===== src/rtl/imsic_setipnum_arbiter.sv =====
// Round-robin arbiter feeding a small FIFO that replays accepted MSI writes
// as one-cycle, one-hot setipnum strobes into the IMSIC interrupt files.
module imsic_setipnum_arbiter #(
    parameter int NrReq       = 2,
    parameter int NrHarts     = 4,
    parameter int NrInptFiles = 3,
    parameter int NrSourcesW  = 6,
    parameter int FifoDepth   = 4,
    localparam int HartW      = (NrHarts > 1) ? $clog2(NrHarts) : 1,
    localparam int FileW      = (NrInptFiles > 1) ? $clog2(NrInptFiles) : 1,
    localparam int NrFiles    = NrHarts * NrInptFiles
) (
    input  logic                          i_clk,
    input  logic                          ni_rst,
    input  logic [NrReq-1:0]              i_req_valid,
    output logic [NrReq-1:0]              o_req_ready,
    input  logic [NrReq*HartW-1:0]        i_req_hart,
    input  logic [NrReq*FileW-1:0]        i_req_file,
    input  logic [NrReq*NrSourcesW-1:0]   i_req_ipnum,
    input  logic                          i_stall,
    output logic [NrFiles*NrSourcesW-1:0] o_setipnum,
    output logic [NrFiles-1:0]            o_setipnum_we,
    output logic [15:0]                   o_drop_cnt,
    output logic                          o_busy
);

    localparam int RrW  = $clog2(NrReq);
    localparam int PtrW = $clog2(FifoDepth);
    localparam int CntW = $clog2(FifoDepth + 1);
    localparam int EntW = HartW + FileW + NrSourcesW;

    logic [RrW-1:0]                  rr_q, rr_d;
    logic [PtrW-1:0]                 wr_ptr_q, wr_ptr_d;
    logic [PtrW-1:0]                 rd_ptr_q, rd_ptr_d;
    logic [CntW-1:0]                 count_q, count_d;
    logic [15:0]                     drop_q, drop_d;
    logic [NrFiles-1:0]              we_q, we_d;
    logic [NrFiles*NrSourcesW-1:0]   setip_q, setip_d;
    logic [EntW-1:0]                 mem_q [FifoDepth];

    logic [NrReq-1:0]      grant;
    logic [RrW-1:0]        gnt_idx;
    logic                  gnt_any;
    logic [HartW-1:0]      sel_hart;
    logic [FileW-1:0]      sel_file;
    logic [NrSourcesW-1:0] sel_ipnum;
    logic                  malformed;
    logic                  push;
    logic                  pop;
    logic [EntW-1:0]       head;
    logic [HartW-1:0]      head_hart;
    logic [FileW-1:0]      head_file;
    logic [NrSourcesW-1:0] head_ipnum;

    // Grant is gated only by FIFO occupancy, never by stall or a same-cycle pop.
    always_comb begin
        grant   = '0;
        gnt_idx = '0;
        gnt_any = 1'b0;
        if (count_q < CntW'(FifoDepth)) begin
            for (int k = 0; k < NrReq; k++) begin
                for (int r = 0; r < NrReq; r++) begin
                    if (!gnt_any && i_req_valid[r] &&
                        r == ((int'(rr_q) + k) % NrReq)) begin
                        gnt_any  = 1'b1;
                        gnt_idx  = RrW'(r);
                        grant[r] = 1'b1;
                    end
                end
            end
        end
    end

    always_comb begin
        sel_hart  = '0;
        sel_file  = '0;
        sel_ipnum = '0;
        for (int r = 0; r < NrReq; r++) begin
            if (r == int'(gnt_idx)) begin
                sel_hart  = i_req_hart[r*HartW +: HartW];
                sel_file  = i_req_file[r*FileW +: FileW];
                sel_ipnum = i_req_ipnum[r*NrSourcesW +: NrSourcesW];
            end
        end
    end

    assign malformed = (sel_ipnum == '0) ||
                       (int'(sel_hart) >= NrHarts) ||
                       (int'(sel_file) >= NrInptFiles);

    assign push = gnt_any && !malformed;
    assign pop  = (count_q != '0) && !i_stall;

    assign head       = mem_q[rd_ptr_q];
    assign head_ipnum = head[NrSourcesW-1:0];
    assign head_file  = head[NrSourcesW +: FileW];
    assign head_hart  = head[NrSourcesW+FileW +: HartW];

    always_comb begin
        rr_d = rr_q;
        if (gnt_any) begin
            if (int'(gnt_idx) == NrReq - 1) begin
                rr_d = '0;
            end else begin
                rr_d = gnt_idx + 1'b1;
            end
        end
    end

    // Power-of-two depth lets the pointers wrap naturally.
    always_comb begin
        wr_ptr_d = push ? wr_ptr_q + 1'b1 : wr_ptr_q;
        rd_ptr_d = pop  ? rd_ptr_q + 1'b1 : rd_ptr_q;
        unique case ({push, pop})
            2'b10:   count_d = count_q + 1'b1;
            2'b01:   count_d = count_q - 1'b1;
            default: count_d = count_q;
        endcase
    end

    always_comb begin
        drop_d = drop_q;
        if (gnt_any && malformed && drop_q != 16'hFFFF) begin
            drop_d = drop_q + 16'd1;
        end
    end

    always_comb begin
        we_d    = '0;
        setip_d = '0;
        for (int f = 0; f < NrFiles; f++) begin
            if (pop && f == int'(head_hart) * NrInptFiles + int'(head_file)) begin
                we_d[f]                           = 1'b1;
                setip_d[f*NrSourcesW +: NrSourcesW] = head_ipnum;
            end
        end
    end

    always_ff @(posedge i_clk) begin
        if (push) begin
            mem_q[wr_ptr_q] <= {sel_hart, sel_file, sel_ipnum};
        end
    end

    always_ff @(posedge i_clk or negedge ni_rst) begin
        if (!ni_rst) begin
            rr_q     <= '0;
            wr_ptr_q <= '0;
            rd_ptr_q <= '0;
            count_q  <= '0;
            drop_q   <= '0;
            we_q     <= '0;
            setip_q  <= '0;
        end else begin
            rr_q     <= rr_d;
            wr_ptr_q <= wr_ptr_d;
            rd_ptr_q <= rd_ptr_d;
            count_q  <= count_d;
            drop_q   <= drop_d;
            we_q     <= we_d;
            setip_q  <= setip_d;
        end
    end

    assign o_req_ready   = grant;
    assign o_setipnum    = setip_q;
    assign o_setipnum_we = we_q;
    assign o_drop_cnt    = drop_q;
    assign o_busy        = (count_q != '0) || (we_q != '0);

endmodule


===== config.mk =====
export PLATFORM = sky130hd
export DESIGN_NAME = imsic_setipnum_arbiter
export DESIGN_NICKNAME = d
export VERILOG_FILES = /design/src/rtl/imsic_setipnum_arbiter.sv
export SDC_FILE = /design/constraint.sdc
export NUM_CORES = 1
export LEC_CHECK = 0
export BUFFER_PORTS_ARGS = -buffer_cell sky130_fd_sc_hd__buf_2
export CAP_MARGIN = 0
export CORE_ASPECT_RATIO = 1.25
export CORE_MARGIN = 8
export CORE_UTILIZATION = 40
export DETAILED_ROUTE_END_ITERATION = 10
export PLACE_DENSITY = 0.72
export SLEW_MARGIN = 15
export SYNTH_ARGS = -nofsm -noshare
export SYNTH_HDL_FRONTEND = slang
export SYNTH_SLANG_ARGS = --single-unit

===== constraint.sdc =====
create_clock -name i_clk -period 3.19 [get_ports i_clk]
set_input_delay 0.4785 -clock i_clk [delete_from_list [all_inputs] [get_ports i_clk]]
set_output_delay 0.4785 -clock i_clk [all_outputs]
set_load 0.03 [all_outputs]

Word-level counts from Yosys, hierarchy flattened
Memories as Yosys holds them, arrays and structs flattened. Cells that the tools add are included.

Bits in registers: 108. RAM bits: 40. Bits of input ports: 25. Output and inout port bits: 103. Logic and storage cells: 118. Memories kept: 1.

$add $sub $neg: 8. Multipliers: 1. $lt $le $gt $ge: 2. Eq/ne operators: 15. Muxes and demuxes: 46. Bitwise logic cells: 1. Reduce and logical (&&, ||, !) cells: 37.

Memory list: mem_q (words 4, bits a word 10, rd ports 1, clocked after memory_dff 0, write ports 1, RTL line 39) `logic [EntW-1:0] mem_q [FifoDepth];`.

Operators with widths (count): == test 4 x 32 -> 1 bit, first input constant (4); == test 5 x 32 -> 1 bit, first input constant (3); zero test 32 bit (3); 2-to-1 mux 6 bit (13); == test 3 x 32 -> 1 bit, first input constant (2); == test 2 x 32 -> 1 bit, first input constant (1); 2-to-1 mux 1 bit (29); logical AND 1 bit (23); adder 16 x 1 -> 16 bit, second input constant (1); inequality test 16 bit, second input constant (1); nonzero test 12 bit (1); zero test 6 bit (1); 2-to-1 mux 2 bit (3); one-hot mux 3 bit (2 select lines) (1); adder 4 x 2 -> 5 bit (1); == test 4 x 5 -> 1 bit, first input constant (1); zero test 1 bit (5); adder 2 x 1 -> 2 bit, second input constant (2); multiplier 2 x 2 -> 4 bit, second input constant (1); adder 3 x 1 -> 3 bit, second input constant (1); less-than comparator 3 bit, second input constant (1); nonzero test 3 bit (1); subtractor 3 x 1 -> 3 bit, second input constant (1); adder 1 bit, second input constant (2); other kinds (7) (8).

Logic depth before layout (Yosys ltp)
Depth in word-level cells: 26. Gate-level depth with buffers: 12. Mapped depth without buffers: 11.

Worst setup path before layout
OpenSTA, ideal clock, no wires.

Path kind: register to register. Start: register rd_ptr_q[0]. End: register setip_q[71], in the netlist o_setipnum[71]. Setup time: 0.075 ns. Data arrival time: 2.960 ns. Data required time: 3.115 ns. Setup slack: 0.155 ns. Cell stages (with the launch flop): 12. Path buffers: 1. Clock period less this slack: 3.035 ns. Path through: dfrtp_1 clkbuf_1 mux4_2 inv_1 fa_1 inv_1 ha_1 inv_1 fa_1 nor2b_1 nand4_1 nor2_1.

Longest elaborated chain between the ends: 6.

RTL lines: start, declared (RTL line 34) `logic [PtrW-1:0] rd_ptr_q, rd_ptr_d;`; start signal, assigned (RTL line 157) `rd_ptr_q <= rd_ptr_d;`; memory (4 x 10 bit) (*); multiplier 2 x 2 -> 4 bit (RTL line 132) `if (pop && f == int'(head_hart) * NrInptFiles + int'(head_file)) begin`; adder 4 x 2 -> 5 bit (RTL line 132); == test 4 x 5 -> 1 bit (RTL line 132); logical AND 1 bit (RTL line 132); 2-to-1 mux 6 bit (*) (RTL line 132); named net setip_d[71] (RTL line 38) `logic [NrFiles*NrSourcesW-1:0] setip_q, setip_d;`; end signal, assigned (RTL line 161) `setip_q <= setip_d;`; end, declared (RTL line 38).

The timed path passes the listed nets; every way through them passes the cells marked *. A chain may end at the register's enable or synchronous reset.

Worst setup path in the final report
Start: register rd_ptr_q[0]. End: register setip_q[13], in the netlist o_setipnum[13].

Longest elaborated chain between the ends: 6.

RTL lines (RTL line): memory (4 x 10 bit) (*); multiplier 2 x 2 -> 4 bit (132); adder 4 x 2 -> 5 bit (132); == test 3 x 32 -> 1 bit (132); logical AND 1 bit (132); 2-to-1 mux 6 bit (*) (132); named net setip_d[13] (38).

Marked as above.

==> flow_summary.yaml <==
clocking:
  cts.path.max_buffers: 2
  numCtsBuffers: 17
  cts_root_buffer: "clkbuf_16"
  cts_tree: "built"
  cts_max_level: 4
  cts.reportedPaths.clkPinSlew_ns: 0.06
  clock_latency_ns: 0.42
  clkSinkCount: 148
floorplan:
  row_count: 48
  fp.dieH_um: 148
  fp.dieW_um: 122
  core_sq_um: 13800
  start_util: 0.407
  io_pins: 128
  dieArea_sq_um: 18000
global_route:
  grt_first_pass_wirelength_um: 20100
  grt_overflow: 0
  antenna_found_initial: 0
  grt_pass1_vias: 4031
  grt.total_usage: 0.142
  grt_max_degree: 62
route:
  drc: 0
  finalWirelength_um: 12600
  viasPerCell: 4.85
  drtPass1Iterations: 5
  drtIter0Drc: 326
  num_vias: 3767
  detail-route-antenna-nets: 0
  wl_per_cell_um: 16.2
critical_path:
  crit_slowest_cell: "fa_1"
  path_depth: 10
  slowest_delay_ns: 0.53
  r2r_end: "o_setipnum[13]"
  crit_required_ns: 3.53
  endpoint_kind: "flip-flop"
  worst-path-buf-inv: 3
  crit_chain: "mux4_2 > inv_1 > fa_1 > inv_1 > ha_1 > inv_1 > fa_1 > and2_1 > nand2_1 > nor2_1"
  rr_startpoint: "rd_ptr_q[0]"
  critical_path_class: "flip-flop to flip-flop"
  cp_common_cell: "inv_1"
  critPathMaxFanout: 7
  worstPathArrival_ns: 3.34
  r2r_slack_ns: 0.18
  critPathTopFamily: "adder cells"
  cp-start-kind: "flip-flop"
  worstRegToRegCells: 10
layout:
  drive_gt1_frac: 0.324
  layout.nets: 624
  area_delta_synth_final_pct: 26.8
  final_util: 0.516
  regArea_sq_um: 3910
  multiInputGateArea_sq_um: 1540
  fillCellCount: 1156
  n_antenna_cell: 0
pwr:
  ir_drop_mv: 0.539
  power_leakage_nw: 3.70
  p_per_area_nw_per_um2: 1060
  power_w: 0.00750
synth:
  yosysTopAreaCell: "dfrtp_1"
  avgSynthCellArea_sq_um: 12.7
  syn_inst: 442
  synthArstFlopShare: 0.730
  synth_top_area_frac: 0.483
  ys_types: 38
  synth.ff_latch_count: 148
  synth_area_sq_um: 5590
  ys_seq_area_frac: 0.698
  yosys_warnings: 0
  synth_area_leaders: "dfrtp_1, edfxtp_1, nor2_1"
  yosys_most_used_dff: "dfrtp_1"
  synth_edf_count: 40
  synth_nets: 478
place:
  gp_congestion: 0.786
  dp_hpwl_um: 9190
  io_buffers: 127
status:
  status: "completed"
timing:
  rsz0062_at_grt: "true"
  fin_worst_skew_ns: 0.00576
  max_slew_margin: 0.494
  hold_viol: 0
  setup_viol: 0
  slew_viol_final: 0
  max_freq_mhz: 332
  min_period_ns: 3.01
  hold_ws_ns: 0.140
  worst_pin_slew_ns: 0.760
  period_share: 0.943
flow_run:
  drv_cap: 0
worst_hold_path:
  hp-class: "input pin to asynchronous set/reset pin"
-- power breakdown --
| group | total, W | internal [W] | switching [W] | leakage (nW) |
|---|---|---|---|---|
| clock network | 0.00193 | 0.00112 | 0.000809 | 0.282 |
| registers | 0.00267 | 0.00245 | 0.000224 | 1.84 |
| logic | 0.00290 | 0.000910 | 0.00199 | 1.58 |
| total | 0.00750 | 0.00447 | 0.00302 | 3.70 |
-- state kept, by name, summed over array words and instances (netlist names) --
signal         cells
wr_ptr_q           2
o_drop_cnt        16
rr_q               1
count_q            3
o_setipnum        72
o_setipnum_we     12
mem_q             40
rd_ptr_q           2
-- worst reg2reg max path, delay by kind of cell, from the launching register on --
family,cells,cell delay (ns)
flip-flops,1,0.45
buffers and inverters,3,0.25
adder cells (fa/ha/maj),3,1.10
multiplexers,1,0.52
AND/OR/NAND/NOR,3,0.61
-- timing repair --
| action | 4_1_cts | 5_1_grt |
|---|---|---|
| hold buffers | 0 | 0 |
| cloned | 0 | 0 |
| gates resized for setup | 1 | 4 |
| pin swaps | 0 | 3 |
| buffers inserted | 0 | 2 |
| endpoints found under the setup margin | 7 | 31 |
-- per-stage QoR --
stage | setup TNS (ns) | area (sq um) | instances | worst slack (ns)
finish | 0 | 7090 | 776 | 0.181
detailed placement | -0.00950 | 6480 | 742 | -0.00950
floorplan | 0 | 5590 | 442 | 0.155
global placement | 0 | 6480 | 742 | 0.119
CTS | 0 | 7070 | 774 | 0.0725
global route | -0.0190 | 7090 | 776 | -0.0144
-- cell usage after synthesis (6+ instances only) --
| master | number |
|---|---|
| nand2_1 | 58 |
| ha_1 | 8 |
| xnor2_1 | 14 |
| mux2_2 | 8 |
| clkbuf_1 | 10 |
| mux2i_1 | 7 |
| dfrtp_1 | 108 |
| inv_1 | 26 |
| nor2_1 | 81 |
| edfxtp_1 | 40 |
| nor4_1 | 6 |
| o21ai_0 | 7 |
| nand4_1 | 14 |
-- per-layer routing --
layer / global-route usage / up-vias / wire length [um]
met2: 0.232 / 141 / 6130
met5: 0 / - / 0
met3: 0.0448 / 6 / 1070
met4: 0.0606 / 0 / 111
li1: - / 1765 / -
met1: 0.169 / 1855 / 5300
-- cells by family (layout without fill, tap and decap cells) --
group,count (synthesis),after routing,share of synthesized area
compound gates,15,15,0.0177
simple gates,188,188,0.149
mux,22,22,0.0515
fa+ha+maj,11,11,0.0286
flops,148,148,0.698
buf+inv,41,200,0.0286
xor+xnor,17,17,0.0266
-- cell usage in the layout, fill, tap and decap left out, types with 3 or more instances in the layout --
cell type  netlist  routed
buf_2            5     126
dfrtp_1        108     107
nor2_1          81      81
nand2_1         58      55
edfxtp_1        40      40
inv_1           26      26
clkbuf_16        0      17
buf_4            0      16
nand4_1         14      14
xnor2_1         14      14
mux2_2           8       8
ha_1             8       8
mux2i_1          7       7
nor4_1           6       6
and2_1           5       5
nand3_1          5       5
inv_6            0       5
mux4_2           4       4
and3_1           4       4
nor3_1           4       4
o21ai_0          7       4
nand2_2          0       3
o21ai_1          0       3
xor2_1           3       3
fa_1             3       3
clkinv_4         0       3
-- cell type report --
type | instances | share of cell area
flip-flops and latches | 148 | 0.551
repair buffers | 142 | 0.106
inverters | 26 | 0.0138
clock buffers | 18 | 0.0619
clock inverters | 14 | 0.0201
multi-input cells | 253 | 0.217
well taps | 175 | 0.0309
-- how the worst max path moves through the flow --
stage	slack (ns)	end	startpoint
2_1_floorplan	0.15	o_setipnum[71]	rd_ptr_q[0]
3_3_place_gp	0.12	o_setipnum[47]	rd_ptr_q[0]
3_5_place_dp	-0.01	o_setipnum[19]	rd_ptr_q[0]
4_1_cts	0.07	o_setipnum[46]	rd_ptr_q[0]
5_1_grt	-0.01	o_setipnum[46]	rd_ptr_q[0]
6_report	0.18	o_setipnum[13]	rd_ptr_q[0]
No activity file was read; power rests on OpenSTA's default activity.
